==> src/rtl/pc_sequencer_pkg.sv <==
// rtl/pc_sequencer_pkg.sv - shared types and constants for the PC sequencer
//
// Purpose : FSM state encoding, next-PC select codes and the default reset
//           vector shared by pc_sequencer and pc_next_mux.
// Ports   : none (package).
package pc_sequencer_pkg;

  localparam logic [31:0] DEFAULT_RESET_VECTOR = 32'h0040_0000;

  typedef enum logic [1:0] {
    BOOT = 2'd0,
    RUN  = 2'd1,
    HALT = 2'd2
  } state_e;

  typedef enum logic [2:0] {
    SEL_SEQ  = 3'd0,
    SEL_BR   = 3'd1,
    SEL_J    = 3'd2,
    SEL_JR   = 3'd3,
    SEL_HOLD = 3'd4
  } sel_e;

endpackage

==> src/rtl/pc_sequencer_if.sv <==
// rtl/pc_sequencer_if.sv - control/status bundle between decode and the PC stage
//
// Purpose : groups the redirect controls from decode/execute and the PC
//           stage outputs into one interface.
// Ports   : master modport - drives stall/branch/jump/halt controls, reads PC
//           and status; slave modport - the PC sequencer itself.
interface pc_sequencer_if #(
  parameter int N_BITS = 32
);

  logic              stall_i;
  logic              branch_taken_i;
  logic [N_BITS-1:0] branch_offset_i;
  logic              jump_i;
  logic [25:0]       jump_index_i;
  logic              jump_reg_i;
  logic [N_BITS-1:0] jump_reg_addr_i;
  logic              halt_i;

  logic [N_BITS-1:0] pc_o;
  logic [N_BITS-1:0] pc_plus4_o;
  logic              fetch_valid_o;
  logic              halted_o;
  logic              misaligned_o;

  modport master (
    output stall_i, branch_taken_i, branch_offset_i, jump_i, jump_index_i,
           jump_reg_i, jump_reg_addr_i, halt_i,
    input  pc_o, pc_plus4_o, fetch_valid_o, halted_o, misaligned_o
  );

  modport slave (
    input  stall_i, branch_taken_i, branch_offset_i, jump_i, jump_index_i,
           jump_reg_i, jump_reg_addr_i, halt_i,
    output pc_o, pc_plus4_o, fetch_valid_o, halted_o, misaligned_o
  );

endinterface

==> src/rtl/pc_sequencer_pc_next_mux.sv <==
// rtl/pc_sequencer_pc_next_mux.sv - combinational next-PC priority select
//
// Purpose : picks the next PC by priority (halt/stall hold, JR, J, branch,
//           sequential) and flags a redirect target that is not word aligned.
// Ports   : pc_i, pc_plus4_i        - current PC and PC+4
//           halt_i, stall_i          - hold requests
//           jump_reg_i/_addr_i       - JR/JALR and rs value
//           jump_i, jump_index_i     - J/JAL and instr[25:0]
//           branch_taken_i/_offset_i - taken branch and pre-shifted offset
//           next_pc_o, misaligned_o  - selected PC and misalignment flag
module pc_next_mux
  import pc_sequencer_pkg::*;
#(
  parameter int N_BITS = 32
) (
  input  logic [N_BITS-1:0] pc_i,
  input  logic [N_BITS-1:0] pc_plus4_i,
  input  logic              halt_i,
  input  logic              stall_i,
  input  logic              jump_reg_i,
  input  logic [N_BITS-1:0] jump_reg_addr_i,
  input  logic              jump_i,
  input  logic [25:0]       jump_index_i,
  input  logic              branch_taken_i,
  input  logic [N_BITS-1:0] branch_offset_i,
  output logic [N_BITS-1:0] next_pc_o,
  output logic              misaligned_o
);

  sel_e              sel;
  logic [N_BITS-1:0] jump_target;
  logic [N_BITS-1:0] branch_target;

  // Pseudo-direct J target keeps the top nibble of PC+4; only meaningful for
  // a 32-bit datapath.
  assign jump_target   = {pc_plus4_i[N_BITS-1:N_BITS-4], jump_index_i, 2'b00};
  assign branch_target = pc_plus4_i + branch_offset_i;

  always_comb begin
    sel = SEL_SEQ;
    if (halt_i || stall_i) begin
      sel = SEL_HOLD;
    end else if (jump_reg_i) begin
      sel = SEL_JR;
    end else if (jump_i) begin
      sel = SEL_J;
    end else if (branch_taken_i) begin
      sel = SEL_BR;
    end
  end

  always_comb begin
    next_pc_o    = pc_plus4_i;
    misaligned_o = 1'b0;
    case (sel)
      SEL_HOLD: next_pc_o = pc_i;
      SEL_JR:   next_pc_o = jump_reg_addr_i;
      SEL_J:    next_pc_o = jump_target;
      SEL_BR:   next_pc_o = branch_target;
      default:  next_pc_o = pc_plus4_i;
    endcase
    // Only redirects can land off a word boundary; the sequential path
    // inherits alignment from the reset vector.
    if (sel == SEL_JR || sel == SEL_J || sel == SEL_BR) begin
      misaligned_o = |next_pc_o[1:0];
    end
  end

endmodule

==> src/rtl/pc_sequencer.sv <==
// rtl/pc_sequencer.sv - MIPS program-counter stage with boot/run/halt FSM
//
// Purpose : holds the PC, applies the next-PC choice from pc_next_mux while
//           running, and sequences BOOT -> RUN -> HALT.
// Ports   : clk   - rising-edge clock
//           reset - asynchronous active-low reset
//           bus   - pc_sequencer_if.slave: redirect/stall/halt controls in;
//                   pc_o, pc_plus4_o, fetch_valid_o, halted_o,
//                   misaligned_o out
module pc_sequencer
  import pc_sequencer_pkg::*;
#(
  parameter int                N_BITS       = 32,
  parameter logic [N_BITS-1:0] RESET_VECTOR = DEFAULT_RESET_VECTOR
) (
  input  logic                 clk,
  input  logic                 reset,
  pc_sequencer_if.slave        bus
);

  state_e            state;
  logic [N_BITS-1:0] pc_q;
  logic [N_BITS-1:0] pc_plus4;
  logic [N_BITS-1:0] next_pc;
  logic              target_misaligned;
  logic              fetch_valid_q;
  logic              halted_q;
  logic              misaligned_q;

  assign pc_plus4 = pc_q + N_BITS'(4);

  pc_next_mux #(
    .N_BITS (N_BITS)
  ) u_next_mux (
    .pc_i            (pc_q),
    .pc_plus4_i      (pc_plus4),
    .halt_i          (bus.halt_i),
    .stall_i         (bus.stall_i),
    .jump_reg_i      (bus.jump_reg_i),
    .jump_reg_addr_i (bus.jump_reg_addr_i),
    .jump_i          (bus.jump_i),
    .jump_index_i    (bus.jump_index_i),
    .branch_taken_i  (bus.branch_taken_i),
    .branch_offset_i (bus.branch_offset_i),
    .next_pc_o       (next_pc),
    .misaligned_o    (target_misaligned)
  );

  always_ff @(posedge clk or negedge reset) begin
    if (!reset) begin
      state         <= BOOT;
      pc_q          <= RESET_VECTOR;
      fetch_valid_q <= 1'b0;
      halted_q      <= 1'b0;
      misaligned_q  <= 1'b0;
    end else begin
      case (state)
        BOOT: begin
          state         <= RUN;
          fetch_valid_q <= 1'b1;
        end
        RUN: begin
          if (bus.halt_i) begin
            state         <= HALT;
            fetch_valid_q <= 1'b0;
            halted_q      <= 1'b1;
          end else if (target_misaligned) begin
            // Refuse the bad redirect: PC stays put and the core stops.
            state         <= HALT;
            fetch_valid_q <= 1'b0;
            halted_q      <= 1'b1;
            misaligned_q  <= 1'b1;
          end else begin
            pc_q <= next_pc;
          end
        end
        HALT: begin
          state <= HALT;
        end
        default: begin
          state         <= BOOT;
          fetch_valid_q <= 1'b0;
          halted_q      <= 1'b0;
        end
      endcase
    end
  end

  assign bus.pc_o          = pc_q;
  assign bus.pc_plus4_o    = pc_plus4;
  assign bus.fetch_valid_o = fetch_valid_q;
  assign bus.halted_o      = halted_q;
  assign bus.misaligned_o  = misaligned_q;

endmodule

==> src/flat_wrapper.sv <==
// flat-port wrapper written by rule: the top's interface ports become plain ports
module pc_sequencer_flat import pc_sequencer_pkg::*;
#(
  parameter int                N_BITS       = 32,
  parameter logic [N_BITS-1:0] RESET_VECTOR = DEFAULT_RESET_VECTOR
)
  (clk, reset, bus_stall_i, bus_branch_taken_i, bus_branch_offset_i, bus_jump_i, bus_jump_index_i, bus_jump_reg_i, bus_jump_reg_addr_i, bus_halt_i, bus_pc_o, bus_pc_plus4_o, bus_fetch_valid_o, bus_halted_o, bus_misaligned_o);
  pc_sequencer_if #(.N_BITS(N_BITS)) bus_i ();
  input  logic clk;
  input  logic reset;
  input wire logic [$bits(bus_i.stall_i)-1:0] bus_stall_i;
  input wire logic [$bits(bus_i.branch_taken_i)-1:0] bus_branch_taken_i;
  input wire logic [$bits(bus_i.branch_offset_i)-1:0] bus_branch_offset_i;
  input wire logic [$bits(bus_i.jump_i)-1:0] bus_jump_i;
  input wire logic [$bits(bus_i.jump_index_i)-1:0] bus_jump_index_i;
  input wire logic [$bits(bus_i.jump_reg_i)-1:0] bus_jump_reg_i;
  input wire logic [$bits(bus_i.jump_reg_addr_i)-1:0] bus_jump_reg_addr_i;
  input wire logic [$bits(bus_i.halt_i)-1:0] bus_halt_i;
  output wire logic [$bits(bus_i.pc_o)-1:0] bus_pc_o;
  output wire logic [$bits(bus_i.pc_plus4_o)-1:0] bus_pc_plus4_o;
  output wire logic [$bits(bus_i.fetch_valid_o)-1:0] bus_fetch_valid_o;
  output wire logic [$bits(bus_i.halted_o)-1:0] bus_halted_o;
  output wire logic [$bits(bus_i.misaligned_o)-1:0] bus_misaligned_o;
  assign bus_i.stall_i = bus_stall_i;
  assign bus_i.branch_taken_i = bus_branch_taken_i;
  assign bus_i.branch_offset_i = bus_branch_offset_i;
  assign bus_i.jump_i = bus_jump_i;
  assign bus_i.jump_index_i = bus_jump_index_i;
  assign bus_i.jump_reg_i = bus_jump_reg_i;
  assign bus_i.jump_reg_addr_i = bus_jump_reg_addr_i;
  assign bus_i.halt_i = bus_halt_i;
  assign bus_pc_o = bus_i.pc_o;
  assign bus_pc_plus4_o = bus_i.pc_plus4_o;
  assign bus_fetch_valid_o = bus_i.fetch_valid_o;
  assign bus_halted_o = bus_i.halted_o;
  assign bus_misaligned_o = bus_i.misaligned_o;
  pc_sequencer #(.N_BITS(N_BITS), .RESET_VECTOR(RESET_VECTOR)) u_core (.clk(clk), .reset(reset), .bus(bus_i));
endmodule
==> config.mk <==
export PLATFORM = sky130hd
export DESIGN_NAME = pc_sequencer_flat
export DESIGN_NICKNAME = d
export VERILOG_FILES = /design/src/rtl/pc_sequencer_pkg.sv /design/src/rtl/pc_sequencer_if.sv /design/src/rtl/pc_sequencer_pc_next_mux.sv /design/src/rtl/pc_sequencer.sv /design/src/flat_wrapper.sv
export SDC_FILE = /design/constraint.sdc
export NUM_CORES = 1
export LEC_CHECK = 0
export BUFFER_PORTS_ARGS = -buffer_cell sky130_fd_sc_hd__buf_2
export CAP_MARGIN = 40
export CORE_MARGIN = 4
export CORE_UTILIZATION = 47
export CTS_CLUSTER_SIZE = 24
export DETAILED_ROUTE_END_ITERATION = 7
export GPL_TIMING_DRIVEN = 0
export PLACE_DENSITY = 0.79
export SLEW_MARGIN = 20
export SYNTH_ARGS = -nofsm -noshare
export SYNTH_HDL_FRONTEND = slang
export SYNTH_SLANG_ARGS = --single-unit
==> constraint.sdc <==
create_clock -name clk -period 3.65 [get_ports clk]
set_clock_uncertainty 0.05 [all_clocks]
set_input_delay 0.365 -clock clk [delete_from_list [all_inputs] [get_ports clk]]
set_output_delay 0.365 -clock clk [all_outputs]
set_load 0.01 [all_outputs]
==> reports/qor.txt <==
Reg clk slew, reported paths: 0.09 ns
Synth Area in Simple Gates: 23.9%
Die Area: 11400 um^2
Max Cap Viol: 0
Top Ports: 164
WHS: 0.317 ns
TritonCTS clock tree: built
Total power: 4.94 mW
XOR/XNOR share of the synthesized area: 9.73%
Root Buffer: clkbuf_8
Critical path arrival: 3.87 ns
Mapped Avg Cell Area: 7.96 um^2
Routability cong.: 0.944
Slew @ Worst Pin: 0.771 ns
P_leak: 3.02 nW
Slowest-stage cell, CP: or3_4
RSZ-0062 raised after global routing: true
Mux contribution to synthesized area: 2.13%
Clk_lat worst skew: 0.31 ns
Max Fanout on Critical Path: 5
Peak Freq: 0.267 GHz
Violated checks: setup timing
FFs w/ async S/R, synth: 100%
Fin util: 68.8%
Final WL: 18800 um
Max incr delay on CP: 0.45 ns
Sinks on the clock net: 37
Port Buffers: 163
Area contributors post-synth: dfrtp_1, ha_1, xnor2_1
EDFF count, synth: 0
Post-synthesis compound-gate area fraction: 29.5%
Vias in the first global route: 5402
DR iter-0 viols: 559
Syn Nets: 712
Most frequent cells in the layout: buf_2, nor2_1, a21oi_1, nand2_1, buf_4
TritonRoute pass-1 iters: 6
Post-Synthesis Cells: 575
Vias/cell: 6.37
Dpl cells: 868
Max VDD drop: 0.465 mV
Largest family of logic cells by synthesized area: compound AO/OA/AOI/OAI gates
CP required: 3.78 ns
GRT Overall Usage: 30.0%
Synth Area in Adders: 11.1%
Area after DPL: 5620 um^2
Post-synthesis register bit count: 37
Layout cells sized above 1: 40.2%
Final Hold Vio Count: 0
CP Launch Type: register
Finished Cell Area: 6440 um^2
Pins Over Slew Limit: 0
Layout area overhead: 40.8%
Power per cell area: 766 nW/um^2
Hold Path Stages: 3
Die height: 107 um
Hold wc startpoint: bus_jump_index_i[15]
R2R cell count: 16
Global route total overflow: 0
DR vias: 5813
Core footprint: 9370 um^2
Final setup fails: 3
Hold path endpoint: u_core.bus.pc_o[17]$_DFFE_PN0P_
Seq/Total Area, Yosys: 20.3%
Max Buffers Root-to-Sink: 2
Rel. slew slack: 48.6%
HP Class: input port to register
Reg2reg end: u_core.bus.pc_o[31]$_DFFE_PN0P_
Drt drc: 0
Initial core utilization: 48.9%
Most common cell after layout, fill and taps aside: buf_2
Largest net degree at the start of global routing: 24
WL per Instance: 20.6 um
WS Path Type: register to register
Top cell type's share of synthesized area: 19.7%
Worst reg2reg setup slack: -0.09 ns
Status: finished with violations
# fillers: 833
R2R Path Start: u_core.bus.pc_o[2]$_DFFE_PN0P_
Synth Warn #: 0
Final Non-Filler Cells: 912
Antenna viol nets, final: 0
Antenna cells: 0
CP Capture Type: register
H-tree levels: 2
Hpwl dp: 13500 um
CTS Buf Count: 5
Netlist cell types: 77
Synth area leader: dfrtp_1
Fin crit period: 3.74 ns
Final WS setup: -0.0903 ns
Part of the cycle the worst path needs: 102%
Initial antenna violation count: 0
# rows: 35
Critical-path cell list: ha_4, and4_4, nand2_4, or3_4, inv_4, nand4_1, xnor2_2, ha_4, nand2_4, nor4_2, o211ai_2, buf_4, nor2b_1, o21ai_1, mux2i_1, a211oi_1
Global-route wire length before repair: 27200 um
Mapped cell area: 4580 um^2
Synth Flop Type: dfrtp_1
Die Wd: 107 um
Layout net count: 919
worst max-delay path by stage:
stage                              startpoint                              end  cells past startpoint
6_report       u_core.bus.pc_o[2]$_DFFE_PN0P_  u_core.bus.pc_o[31]$_DFFE_PN0P_                     16
3_5_place_dp   u_core.bus.pc_o[7]$_DFFE_PN0P_  u_core.bus.pc_o[27]$_DFFE_PN0P_                     14
2_1_floorplan  u_core.bus.pc_o[2]$_DFFE_PN0P_  u_core.bus.pc_o[27]$_DFFE_PN0P_                     15
3_3_place_gp   u_core.bus.pc_o[7]$_DFFE_PN0P_  u_core.bus.pc_o[27]$_DFFE_PN0P_                     14
4_1_cts        u_core.bus.pc_o[3]$_DFFE_PN0P_  u_core.bus.pc_o[31]$_DFFE_PN0P_                     17
5_1_grt        u_core.bus.pc_o[2]$_DFFE_PN0P_  u_core.bus.pc_o[31]$_DFFE_PN0P_                     16
logic make-up (layout without fill, tap and decap cells):
group                    Yosys count  after routing
AND/OR/NAND/NOR                  207            207
multiplexers                       9              9
flip-flops                        37             37
buffers and inverters             38            246
adder cells (fa/ha/maj)           40             40
AO/OA/AOI/OAI                    194            194
XOR/XNOR                          50             50
power by group:
group | switching [mW] | leakage, nW | internal [mW]
logic | 1.98 | 2.51 | 1.64
registers | 0.315 | 0.450 | 0.607
clock network | 0.176 | 0.0585 | 0.223
total | 2.47 | 3.02 | 2.47
through the flow:
stage,TNS [ns],worst slack (ns)
after floorplan,0,0.0395
after global placement,-2.36,-0.420
after detailed placement,-2.88,-0.466
after CTS,-0.00283,-0.00283
after global routing,-0.860,-0.183
final,-0.172,-0.0903
flip-flops by register name, indices dropped and copies added (netlist names):
register / flops
u_core.state: 2
u_core.bus.fetch_valid_o: 1
u_core.bus.pc_o: 32
u_core.bus.halted_o: 1
u_core.bus.misaligned_o: 1
synth_stat cells, types with 3 or more instances:
| cell type | count |
|---|---|
| nor3_1 | 11 |
| nand4_1 | 9 |
| a222oi_1 | 14 |
| a21o_1 | 10 |
| a211o_1 | 3 |
| nor2b_1 | 6 |
| mux2_2 | 6 |
| clkbuf_1 | 16 |
| o22ai_1 | 7 |
| xor2_1 | 17 |
| a221o_1 | 5 |
| a31oi_1 | 15 |
| mux2i_1 | 3 |
| dfrtp_1 | 36 |
| o22a_1 | 3 |
| a221oi_1 | 11 |
| inv_1 | 11 |
| buf_1 | 3 |
| xnor2_1 | 32 |
| nand3_1 | 21 |
| nor2_1 | 55 |
| nand2b_1 | 6 |
| and2_1 | 11 |
| and4_1 | 4 |
| a211oi_1 | 3 |
| o21bai_1 | 3 |
| o211ai_1 | 6 |
| a21oi_1 | 54 |
| buf_2 | 6 |
| a22o_1 | 3 |
| o21ai_0 | 27 |
| ha_1 | 39 |
| and3_1 | 10 |
| o21ai_1 | 3 |
| nand2_1 | 50 |
critical path, delay by kind of cell, from the launching register on:
family	cells	cell delay, ns
multiplexers	1	0.24
AO/OA/AOI/OAI	3	0.44
XOR/XNOR	1	0.22
adder cells (fa/ha/maj)	2	0.47
AND/OR/NAND/NOR	7	1.52
buffers and inverters	2	0.28
flip-flops	1	0.41
per-layer routing:
| metal | global-route usage, % | up-vias | share of wire, % |
|---|---|---|---|
| met1 | 38.4 | 2723 | 37 |
| li1 | - | 2613 | - |
| met4 | 10.7 | 0 | 2.8 |
| met5 | 0 | - | 0 |
| met2 | 49.7 | 427 | 48 |
| met3 | 6.32 | 50 | 12 |
layout make-up:
class	count	area, um^2	share of cell area [%]
plain buffers	25	124	1.92
flip-flops and latches	37	938	14.6
clock inverters	1	30.0	0.466
repair buffers	202	1130	17.5
multi-input cells	500	3930	61.0
clock buffers	7	86.3	1.34
inverters	11	43.8	0.679
well taps	129	161	2.50
repair_timing:
action                                 CTS  global route
setup endpoints to repair               13            12
gates resized for setup                 39            53
buffers inserted                        13            24
pin swaps                               15            34
endpoints found under the hold margin   13             0
hold buffers                             1             0
cloned                                   0             0
Note: power is estimated with default switching activity, not from simulation.
